<file path="src/rtl/pcie_tlp_pkg.sv">
// pcie_tlp_pkg: shared TLP type codes, completion status codes and completer FSM states.
// No ports. Imported by the completer top and the testbench.
package pcie_tlp_pkg;
    localparam logic [2:0] TLP_MEMRD = 3'd0;
    localparam logic [2:0] TLP_MEMWR = 3'd1;
    localparam logic [2:0] TLP_CPL   = 3'd2;
    localparam logic [2:0] TLP_CPLD  = 3'd3;
    localparam logic [1:0] CPL_SC    = 2'd0;
    localparam logic [1:0] CPL_UR    = 2'd1;
    localparam logic [1:0] CPL_CA    = 2'd2;
    typedef enum logic [2:0] {ST_IDLE, ST_WR, ST_DROP, ST_RD, ST_UR} state_t;
endpackage

</file>
<file path="src/rtl/pcie_tlp_completer_if.sv">
// pcie_tlp_if: request and completion channels of the simplified TLP valid/ready link.
// Request channel:    req_valid/req_ready, req_type, req_addr, req_len_dw, req_tag, req_data, req_last.
// Completion channel: cpl_valid/cpl_ready, cpl_type, cpl_len_dw, cpl_tag, cpl_status, cpl_data, cpl_last.
// Modports: master = initiator (drives requests, sinks completions); slave = completer.
interface pcie_tlp_if #(
    parameter int ADDR_W = 32,
    parameter int LEN_W  = 10,
    parameter int TAG_W  = 8
);
    logic              req_valid;
    logic              req_ready;
    logic [2:0]        req_type;
    logic [ADDR_W-1:0] req_addr;
    logic [LEN_W-1:0]  req_len_dw;
    logic [TAG_W-1:0]  req_tag;
    logic [31:0]       req_data;
    logic              req_last;
    logic              cpl_valid;
    logic              cpl_ready;
    logic [2:0]        cpl_type;
    logic [LEN_W-1:0]  cpl_len_dw;
    logic [TAG_W-1:0]  cpl_tag;
    logic [1:0]        cpl_status;
    logic [31:0]       cpl_data;
    logic              cpl_last;

    modport master (
        output req_valid, req_type, req_addr, req_len_dw, req_tag, req_data, req_last, cpl_ready,
        input  req_ready, cpl_valid, cpl_type, cpl_len_dw, cpl_tag, cpl_status, cpl_data, cpl_last
    );

    modport slave (
        input  req_valid, req_type, req_addr, req_len_dw, req_tag, req_data, req_last, cpl_ready,
        output req_ready, cpl_valid, cpl_type, cpl_len_dw, cpl_tag, cpl_status, cpl_data, cpl_last
    );
endinterface

</file>
<file path="src/rtl/pcie_cpl_mem.sv">
// pcie_cpl_mem: MEM_DEPTH x 32 register array, one write port, one combinational read port.
// Ports: clk, rst_n (async clear of every entry), i_we/i_waddr/i_wdata write port,
//        i_raddr -> o_rdata combinational read port.
module pcie_cpl_mem #(
    parameter int MEM_DEPTH = 64,
    parameter int IDX_W     = $clog2(MEM_DEPTH)
) (
    input  logic             clk,
    input  logic             rst_n,
    input  logic             i_we,
    input  logic [IDX_W-1:0] i_waddr,
    input  logic [31:0]      i_wdata,
    input  logic [IDX_W-1:0] i_raddr,
    output logic [31:0]      o_rdata
);
    logic [31:0] r_mem [MEM_DEPTH];

    always_ff @(posedge clk or negedge rst_n) begin
        if (!rst_n) begin
            for (int i = 0; i < MEM_DEPTH; i++) r_mem[i] <= '0;
        end else if (i_we) begin
            r_mem[i_waddr] <= i_wdata;
        end
    end

    assign o_rdata = r_mem[i_raddr];
endmodule

</file>
<file path="src/rtl/pcie_tlp_completer.sv">
// pcie_tlp_completer: TLP responder servicing MemRd/MemWr against local DW memory.
// Ports: clk, rst_n (async active-low), bus (pcie_tlp_if.slave: request in, completion out).
// Optional build macro PCIE_CPL_ERR_CNT_EN adds saturating outputs ur_cnt[15:0] (UR completions
// accepted) and drop_cnt[15:0] (discarded TLPs: illegal MemWr, inbound Cpl/CplD, MemWr overrun).
module pcie_tlp_completer
    import pcie_tlp_pkg::*;
#(
    parameter int ADDR_W     = 32,
    parameter int LEN_W      = 10,
    parameter int TAG_W      = 8,
    parameter int MEM_DEPTH  = 64,
    parameter int MAX_LEN_DW = 16
) (
    input  logic        clk,
    input  logic        rst_n,
    pcie_tlp_if.slave   bus
`ifdef PCIE_CPL_ERR_CNT_EN
    ,
    output logic [15:0] ur_cnt,
    output logic [15:0] drop_cnt
`endif
);
    localparam int IDX_W = $clog2(MEM_DEPTH);
    localparam int AW1   = ADDR_W + 1;

    state_t           r_state;
    state_t           w_next;
    logic             r_act;
    logic [IDX_W-1:0] r_idx;
    logic [LEN_W-1:0] r_len;
    logic [LEN_W-1:0] r_cnt;
    logic [TAG_W-1:0] r_tag;
    logic             w_rdy;
    logic             w_cpl_vld;
    logic             w_req_acc;
    logic             w_cpl_acc;
    logic             w_cpl_last;
    logic             w_legal;
    logic [AW1-1:0]   w_end;
    logic [IDX_W-1:0] w_sidx;
    logic             w_we;
    logic [IDX_W-1:0] w_waddr;
    logic [IDX_W-1:0] w_raddr;
    logic [31:0]      w_rdata;

    // End index is formed one bit wider than the address so it cannot wrap.
    assign w_end   = {1'b0, bus.req_addr >> 2} + AW1'(bus.req_len_dw);
    assign w_legal = bus.req_addr[1:0] == 2'b00 && bus.req_len_dw != '0 &&
                     bus.req_len_dw <= LEN_W'(MAX_LEN_DW) && w_end <= AW1'(MEM_DEPTH);
    assign w_sidx  = bus.req_addr[IDX_W+1:2];

    // r_act keeps req_ready low while in reset even though the FSM rests in IDLE.
    assign w_rdy      = r_act && (r_state == ST_IDLE || r_state == ST_WR || r_state == ST_DROP);
    assign w_cpl_vld  = r_state == ST_RD || r_state == ST_UR;
    assign w_req_acc  = bus.req_valid && w_rdy;
    assign w_cpl_acc  = w_cpl_vld && bus.cpl_ready;
    assign w_cpl_last = r_cnt == r_len - 1'b1;

    assign w_we    = w_req_acc && (r_state == ST_IDLE ? bus.req_type == TLP_MEMWR && w_legal
                                                      : r_state == ST_WR && r_cnt < r_len);
    assign w_waddr = r_state == ST_IDLE ? w_sidx : r_idx + IDX_W'(r_cnt);
    assign w_raddr = r_idx + IDX_W'(r_cnt);

    assign bus.req_ready  = w_rdy;
    assign bus.cpl_valid  = w_cpl_vld;
    assign bus.cpl_type   = r_state == ST_RD ? TLP_CPLD : r_state == ST_UR ? TLP_CPL : 3'd0;
    assign bus.cpl_len_dw = r_state == ST_RD ? r_len : '0;
    assign bus.cpl_tag    = w_cpl_vld ? r_tag : '0;
    assign bus.cpl_status = r_state == ST_UR ? CPL_UR : CPL_SC;
    assign bus.cpl_data   = r_state == ST_RD ? w_rdata : '0;
    assign bus.cpl_last   = r_state == ST_UR || (r_state == ST_RD && w_cpl_last);

    pcie_cpl_mem #(.MEM_DEPTH(MEM_DEPTH), .IDX_W(IDX_W)) u_mem (
        .clk     (clk),
        .rst_n   (rst_n),
        .i_we    (w_we),
        .i_waddr (w_waddr),
        .i_wdata (bus.req_data),
        .i_raddr (w_raddr),
        .o_rdata (w_rdata)
    );

    always_ff @(posedge clk or negedge rst_n) begin
        if (!rst_n) r_state <= ST_IDLE;
        else        r_state <= w_next;
    end

    // A MemRd is single-beat, so its req_last is ignored.
    always_comb begin
        w_next = r_state;
        case (r_state)
            ST_IDLE: begin
                if (w_req_acc && bus.req_type == TLP_MEMRD)
                    w_next = w_legal ? ST_RD : ST_UR;
                else if (w_req_acc && !bus.req_last)
                    w_next = bus.req_type == TLP_MEMWR && w_legal ? ST_WR : ST_DROP;
            end
            ST_WR, ST_DROP: w_next = w_req_acc && bus.req_last ? ST_IDLE : r_state;
            ST_RD:          w_next = w_cpl_acc && w_cpl_last ? ST_IDLE : ST_RD;
            ST_UR:          w_next = w_cpl_acc ? ST_IDLE : ST_UR;
            default:        w_next = ST_IDLE;
        endcase
    end

    // r_cnt is the write beat count in WR and the read beat index in RD; it saturates at len
    // during a write so overrun beats never touch memory.
    always_ff @(posedge clk or negedge rst_n) begin
        if (!rst_n) begin
            r_act <= 1'b0;
            r_idx <= '0;
            r_len <= '0;
            r_cnt <= '0;
            r_tag <= '0;
        end else begin
            r_act <= 1'b1;
            case (r_state)
                ST_IDLE: if (w_req_acc) begin
                    r_idx <= w_sidx;
                    r_len <= bus.req_len_dw;
                    r_tag <= bus.req_tag;
                    r_cnt <= bus.req_type == TLP_MEMWR && !bus.req_last ? LEN_W'(1) : '0;
                end
                ST_WR: if (w_req_acc)
                    r_cnt <= bus.req_last ? '0 : r_cnt < r_len ? r_cnt + 1'b1 : r_cnt;
                ST_RD: if (w_cpl_acc)
                    r_cnt <= w_cpl_last ? '0 : r_cnt + 1'b1;
                default: ;
            endcase
        end
    end

`ifdef PCIE_CPL_ERR_CNT_EN
    logic r_ovr;
    logic w_drop;
    logic w_ur;

    // An overrunning MemWr is counted once, on its first surplus beat.
    assign w_drop = w_req_acc && (r_state == ST_IDLE
        ? (bus.req_type == TLP_MEMWR && !w_legal) || bus.req_type == TLP_CPL || bus.req_type == TLP_CPLD
        : r_state == ST_WR && r_cnt >= r_len && !r_ovr);
    assign w_ur = w_cpl_acc && r_state == ST_UR;

    always_ff @(posedge clk or negedge rst_n) begin
        if (!rst_n) begin
            r_ovr    <= 1'b0;
            ur_cnt   <= '0;
            drop_cnt <= '0;
        end else begin
            if (w_req_acc)
                r_ovr <= r_state == ST_WR && (r_ovr || r_cnt >= r_len);
            if (w_ur && ur_cnt != 16'hFFFF)
                ur_cnt <= ur_cnt + 16'd1;
            if (w_drop && drop_cnt != 16'hFFFF)
                drop_cnt <= drop_cnt + 16'd1;
        end
    end
`endif
endmodule

</file>
<file path="src/flat_wrapper.sv">
// flat-port wrapper written by rule: the top's interface ports become plain ports
module pcie_tlp_completer_flat import pcie_tlp_pkg::*;
#(
    parameter int ADDR_W     = 32,
    parameter int LEN_W      = 10,
    parameter int TAG_W      = 8,
    parameter int MEM_DEPTH  = 64,
    parameter int MAX_LEN_DW = 16
)
  (clk, rst_n, bus_req_valid, bus_req_type, bus_req_addr, bus_req_len_dw, bus_req_tag, bus_req_data, bus_req_last, bus_cpl_ready, bus_req_ready, bus_cpl_valid, bus_cpl_type, bus_cpl_len_dw, bus_cpl_tag, bus_cpl_status, bus_cpl_data, bus_cpl_last);
  pcie_tlp_if #(.ADDR_W(ADDR_W), .LEN_W(LEN_W), .TAG_W(TAG_W)) bus_i ();
  input  logic clk;
  input  logic rst_n;
  input wire logic [$bits(bus_i.req_valid)-1:0] bus_req_valid;
  input wire logic [$bits(bus_i.req_type)-1:0] bus_req_type;
  input wire logic [$bits(bus_i.req_addr)-1:0] bus_req_addr;
  input wire logic [$bits(bus_i.req_len_dw)-1:0] bus_req_len_dw;
  input wire logic [$bits(bus_i.req_tag)-1:0] bus_req_tag;
  input wire logic [$bits(bus_i.req_data)-1:0] bus_req_data;
  input wire logic [$bits(bus_i.req_last)-1:0] bus_req_last;
  input wire logic [$bits(bus_i.cpl_ready)-1:0] bus_cpl_ready;
  output wire logic [$bits(bus_i.req_ready)-1:0] bus_req_ready;
  output wire logic [$bits(bus_i.cpl_valid)-1:0] bus_cpl_valid;
  output wire logic [$bits(bus_i.cpl_type)-1:0] bus_cpl_type;
  output wire logic [$bits(bus_i.cpl_len_dw)-1:0] bus_cpl_len_dw;
  output wire logic [$bits(bus_i.cpl_tag)-1:0] bus_cpl_tag;
  output wire logic [$bits(bus_i.cpl_status)-1:0] bus_cpl_status;
  output wire logic [$bits(bus_i.cpl_data)-1:0] bus_cpl_data;
  output wire logic [$bits(bus_i.cpl_last)-1:0] bus_cpl_last;
  assign bus_i.req_valid = bus_req_valid;
  assign bus_i.req_type = bus_req_type;
  assign bus_i.req_addr = bus_req_addr;
  assign bus_i.req_len_dw = bus_req_len_dw;
  assign bus_i.req_tag = bus_req_tag;
  assign bus_i.req_data = bus_req_data;
  assign bus_i.req_last = bus_req_last;
  assign bus_i.cpl_ready = bus_cpl_ready;
  assign bus_req_ready = bus_i.req_ready;
  assign bus_cpl_valid = bus_i.cpl_valid;
  assign bus_cpl_type = bus_i.cpl_type;
  assign bus_cpl_len_dw = bus_i.cpl_len_dw;
  assign bus_cpl_tag = bus_i.cpl_tag;
  assign bus_cpl_status = bus_i.cpl_status;
  assign bus_cpl_data = bus_i.cpl_data;
  assign bus_cpl_last = bus_i.cpl_last;
  pcie_tlp_completer #(.ADDR_W(ADDR_W), .LEN_W(LEN_W), .TAG_W(TAG_W), .MEM_DEPTH(MEM_DEPTH), .MAX_LEN_DW(MAX_LEN_DW)) u_core (.clk(clk), .rst_n(rst_n), .bus(bus_i));
endmodule
</file>
<file path="config.mk">
export PLATFORM = sky130hd
export DESIGN_NAME = pcie_tlp_completer_flat
export DESIGN_NICKNAME = d
export VERILOG_FILES = /design/src/rtl/pcie_tlp_pkg.sv /design/src/rtl/pcie_tlp_completer_if.sv /design/src/rtl/pcie_cpl_mem.sv /design/src/rtl/pcie_tlp_completer.sv /design/src/flat_wrapper.sv
export SDC_FILE = /design/constraint.sdc
export NUM_CORES = 2
export LEC_CHECK = 0
export ABC_AREA = 1
export CORE_MARGIN = 3
export CORE_UTILIZATION = 30
export CTS_CLUSTER_DIAMETER = 200
export DETAILED_ROUTE_END_ITERATION = 7
export GPL_ROUTABILITY_DRIVEN = 0
export HOLD_SLACK_MARGIN = 0.08
export SYNTH_ARGS = -nofsm -noshare
export SYNTH_HDL_FRONTEND = slang
export SYNTH_SLANG_ARGS = --single-unit
</file>
<file path="constraint.sdc">
create_clock -name clk -period 7.3 [get_ports clk]
set_input_delay 1.095 -clock clk [delete_from_list [all_inputs] [get_ports clk]]
set_output_delay 1.095 -clock clk [all_outputs]
set_load 0.01 [all_outputs]
</file>
Word-level counts from Yosys, hierarchy flattened:

Cells that the tools add are included.

* add/sub/neg operators: 4
* $lt $le $gt $ge: 6
* equal/unequal tests: 12
* mux-type cells: 30
* bitwise logic cells: 2
* reduce and logical (&&, ||, !) cells: 30

Operators with widths (count)
* 2048-bit bitwise mux: 1
* 32-bit binary-select mux with 6-bit select: 1
* 32-bit demux with 6-bit select: 1
* 32-bit 2-to-1 mux: 4
* 10-bit 2-to-1 mux: 7
* 33-bit by 7-bit <= comparator with 1-bit output, second input constant: 1
* 30-bit by 10-bit adder with 31-bit output: 1
* 10-bit case mux with 3 select lines: 1
* 3-bit 2-to-1 mux: 6
* 1-bit logical AND: 16
* 7-bit greater-or-equal comparator, second input constant: 2
* 6-bit NOT with 7-bit output: 2
* 3-bit case mux with 4 select lines: 1
* 10-bit by 1-bit adder with 10-bit output, second input constant: 1
* 10-bit == test: 1
* 10-bit by 5-bit <= comparator with 1-bit output, second input constant: 1
* 10-bit less-than comparator: 1
* 10-bit nonzero test: 1
* 10-bit by 1-bit subtractor with 10-bit output, second input constant: 1
* 8-bit 2-to-1 mux: 1
* 2-bit by 1-bit inequality test with 1-bit output, second input constant: 4
* 7-bit by 1-bit less-than comparator with 1-bit output, second input constant: 1
* 6-bit adder: 1
* 3-bit by 1-bit == test with 1-bit output, second input constant: 2
* other kinds (14): 25

* bits in registers: 2086
* output and inout bits: 58

Longest topological paths before layout:

* depth after elaboration: 9
* gate-level depth with buffers: 24

Cells and area by module:

Synthesis repeated with hierarchy kept, for this count alone.

* cell total of the unflattened synthesis: 12192
* area total of the unflattened synthesis: 96420.0 µm²

By module, submodules not included
* pcie_cpl_mem: instances 1, cells each 11450, area an instance 92003.2 µm², sequential area each 51249.2 µm²
* pcie_tlp_completer: instances 1, cells each 742, area an instance 4416.7 µm², sequential area each 950.9 µm²

Worst setup path after synthesis:

OpenSTA, ideal clock, no wires.

* path type: register -> output
* start: register u_core.r_cnt[0]
* end: output bus_cpl_data[10]
* arrival time: 2856 ps
* slack: 3349 ps
* cell stages (with the launch flop): 12
* cell sequence: dfrtp_1 ha_1 fa_1 xor2_1 clkbuf_1 clkbuf_1 clkbuf_1 nand2_1 o21ai_0 nand2_1 a221oi_1 nor2_1

* longest elaborated chain between the ends: 6

Ends and longest elaborated chain
* start, declared: RTL line pcie_tlp_completer.sv:31 `logic [LEN_W-1:0] r_cnt;`
* start signal, assigned: RTL line pcie_tlp_completer.sv:121 `r_cnt <= bus.req_type == TLP_MEMWR && !bus.req_last ? LEN_W'(1) : '0;`
* start signal, assigned: RTL line pcie_tlp_completer.sv:124 `r_cnt <= bus.req_last ? '0 : r_cnt < r_len ? r_cnt + 1'b1 : r_cnt;`
* start signal, assigned: RTL line pcie_tlp_completer.sv:126 `r_cnt <= w_cpl_last ? '0 : r_cnt + 1'b1;`
* 6-bit adder: RTL line pcie_tlp_completer.sv:62 `assign w_raddr = r_idx + IDX_W'(r_cnt);`
* 6-bit NOT with 7-bit output (implied by the code): RTL line pcie_cpl_mem.sv:26 `assign o_rdata = r_mem[i_raddr];`
* 32-bit binary-select mux with 6-bit select: RTL line pcie_cpl_mem.sv:26
* 32-bit 2-to-1 mux (implied by the code) (2 in series): RTL line pcie_cpl_mem.sv:26
* 32-bit 2-to-1 mux: RTL line pcie_tlp_completer.sv:70 `assign bus.cpl_data = r_state == ST_RD ? w_rdata : '0;`
* end, declared: RTL line flat_wrapper.sv:28 `output wire logic [$bits(bus_i.cpl_data)-1:0] bus_cpl_data;`

Every way passes these cells. The select of a mux whose other input is x is not followed.

Worst setup path after layout:

* start: register u_core.r_cnt[0]
* end: output bus_cpl_data[19]

Same word-level chain as after synthesis.

==> impl_metrics.csv <==
group,metric,value,unit
logic_synthesis,async_flop_share,100,%
sta,max_freq,0.139,GHz
clock_tree,path_clk_slew,0.07,ns
routing,route.detailed.drc,0,
hold_path,hold_path.class,"in2async",
finish,final_common_cell,"nand2_1",
critical_path,crit_required,6.20,ns
die,io-pin-count,148,
die,coreArea,361000,um2
sta,worstMarginPinSlew,1.15,ns
global_routing,grt_pass1_vias,97636,
clock_tree,cts_tree,"yes",
sta,drv_slew,0,
global_routing,grt_pass1_wl,657000,um
placed_design,port_buffers,145,
routing,drt_pre_antenna_iters,6,
critical_path,path_max_fanout,103,
routing,vias,104712,
sta,relSlewSlack,23.4,%
finish,final_cell_mix,"6079 x nand2_1, 2086 x dfrtp_1, 2070 x nand4_1",
critical_path,slowest_stage,"fa_4",
clock_tree,clkLatencyLatePin,0.92,ns
routing,drt-total-wl,437000,um
routing,routedWlPerCell,24.0,um
critical_path,worst_r2r_path_depth,17,
critical_path,worstSetupPathType,"reg2out",
critical_path,cp.depth,13,
die,rows,220,
logic_synthesis,synth_ff_type,"dfrtp_1",
sta,min_period_over_period,98.8,%
die,die_area,371000,um2
clock_tree,cts_num_sinks,2086,
critical_path,critPathLaunchType,"flop",
clock_tree,root_buffer,"clkbuf_16",
placed_design,place_area,113000,um2
critical_path,max_stage_delay,0.72,ns
global_routing,antenna_found_initial,18,
logic_synthesis,synth_area,109000,um2
global_routing,grt_use_total,22.6,%
global_routing,grt_max_degree,179,
critical_path,worstPathBufferInverterCount,3,
placed_design,dp_hpwl,254000,um
critical_path,crit_family,"simple AND/OR/NAND/NOR gates",
job,cap_viol_max_count,0,
die,fp.dieW,609,um
pwr,total_power,61000,uW
finish,fillCellCount,37742,
global_routing,grt_overflow_total,0,
clock_tree,htree_levels,4,
sta,hold_viol_final,0,
sta,skew,0.0609,ns
routing,detail-route-antenna-nets,0,
routing,drt_iter0_drc,14344,
finish,final_cells,18253,
finish,final_layout_size_suffix_gt1_share,6.57,%
finish,area_growth,10.7,%
pwr,powerDensity,505,nW/um2
critical_path,end_kind,"primary output",
logic_synthesis,syn-instance-count,14088,
critical_path,path_cells,"ha_4 -> fa_4 -> inv_16 -> buf_4 -> a21oi_1 -> a22oi_2 -> o21ai_0 -> nand2_1 -> nand3_1 -> nand3_1 -> nand2_1 -> nor2_1 -> clkdlybuf4s50_1",
logic_synthesis,yosysWarnings,0,
critical_path,arrival,6.11,ns
pwr,power_leakage,0.0591,uW
die,start_util,30.2,%
clock_tree,postCtsHoldBufs,0,
outcome,outcome,"finished clean",
routing,vias_per_cell,5.74,
finish,nNetsFinal,13414,
sta,report.final.setup_viol,0,
logic_synthesis,synth_edf_count,0,
die,die_height,609,um
clock_tree,postCtsSetupRepairBufs,0,
clock_tree,numCtsBuffers,234,
logic_synthesis,syn_avg_cell_area,7.74,um2
pwr,ir_worst_vdd,0.790,mV
placed_design,dpl.cell_count,17832,
finish,final_cell_area,121000,um2
logic_synthesis,synth_cell_type_count,49,
sta,holdWs,0.202,ns
logic_synthesis,yosysSeqAreaShare,47.9,%
sta,min_period,7.21,ns
clock_tree,clockBufferDepth,4,
logic_synthesis,ys_seq_elements,2086,
## final timing paths
path / start / end / slack, ns
min reg2reg: u_core.u_mem.r_mem[654]$_DFFE_PN0P_ / u_core.u_mem.r_mem[654]$_DFFE_PN0P_ / 0.47
min: rst_n / u_core.u_mem.r_mem[110]$_DFFE_PN0P_ / 0.20
max: u_core.r_cnt[0]$_DFFE_PN0P_ / bus_cpl_data[19] / 0.09
min in group clk: u_core.u_mem.r_mem[654]$_DFFE_PN0P_ / u_core.u_mem.r_mem[654]$_DFFE_PN0P_ / 0.47
max reg2reg: u_core.r_cnt[0]$_DFFE_PN0P_ / u_core.u_mem.r_mem[1231]$_DFFE_PN0P_ / 1.52
max in group asynchronous: rst_n / u_core.u_mem.r_mem[1765]$_DFFE_PN0P_ / 5.27
## state kept, by name, summed over array words and instances, names as in the netlist
register,flops
u_core.u_mem.r_mem,2048
u_core.r_cnt,10
u_core.r_len,10
u_core.r_tag,8
u_core.r_idx,6
u_core.r_state,3
u_core.r_act,1
## metrics by stage
step	util [%]	setup WS, ns	setup TNS [ns]
6_report	33.5	0.0910	0
5_1_grt	33.5	-0.00584	-0.00584
4_1_cts	33.5	0.0710	0
3_5_place_dp	31.3	0.885	0
3_3_place_gp	31.3	0.872	0
2_1_floorplan	-	3.35	0
## power breakdown
part	total [uW]	switching, uW	internal, uW
Clock	12200	5110	7080
Sequential	16100	1620	14500
Combinational	32700	24400	8360
Total	61000	31100	29900
## cells in the mapped netlist, types with 13 or more instances
| master | number | area, um2 |
|---|---|---|
| nand4_1 | 2070 | 12900 |
| o21ai_0 | 284 | 1420 |
| a22oi_1 | 256 | 1920 |
| dfrtp_1 | 2086 | 52200 |
| inv_1 | 94 | 353 |
| nor2_1 | 193 | 724 |
| xor2_1 | 15 | 131 |
| a32o_1 | 256 | 2560 |
| buf_1 | 81 | 304 |
| nand3_1 | 201 | 1010 |
| nand3b_1 | 15 | 113 |
| inv_2 | 14 | 52.6 |
| nand2_1 | 6082 | 22800 |
| nor3_1 | 13 | 65.1 |
| buf_2 | 73 | 365 |
| ha_1 | 27 | 338 |
| a21oi_1 | 856 | 4280 |
| buf_6 | 179 | 2020 |
| a221oi_1 | 32 | 280 |
| clkbuf_1 | 1183 | 4440 |
## routing by layer
layer	vias up	routed length (um)	global-route usage, %
li1	46540	-	-
met1	51753	180000	31.1
met2	5447	191000	33.8
met3	962	41000	4.18
met4	10	25500	11.9
met5	-	54	0
## repair_timing
item	CTS	global route
cloned	0	0
setup endpoints to repair	2	5
gates resized for setup	1	5
## cells by family (layout without fill, tap and decap cells)
| logic type | Yosys count | after routing | synth area share (%) |
|---|---|---|---|
| flops | 2086 | 2086 | 47.9 |
| fa+ha+maj | 29 | 29 | 0.346 |
| buf+inv | 1646 | 1032 | 7.14 |
| xor+xnor | 21 | 21 | 0.169 |
| other cells | 2 | 8 | 0.00689 |
| compound gates | 1703 | 1703 | 9.72 |
| mux | 1 | 1 | 0.0103 |
| simple gates | 8600 | 8600 | 34.8 |
## final cells by class
| type | count | area, um2 | share of cell area (%) |
|---|---|---|---|
| diodes | 5 | 12.5 | 0.0104 |
| clock buffers | 335 | 6850 | 5.67 |
| clock inverters | 81 | 925 | 0.766 |
| inverters | 112 | 447 | 0.370 |
| multi-input cells | 10357 | 49400 | 40.9 |
| flip-flops and latches | 2086 | 52200 | 43.2 |
| well taps | 4773 | 5970 | 4.94 |
| repair buffers | 504 | 4930 | 4.09 |
No activity file was read; power rests on OpenSTA's default activity.
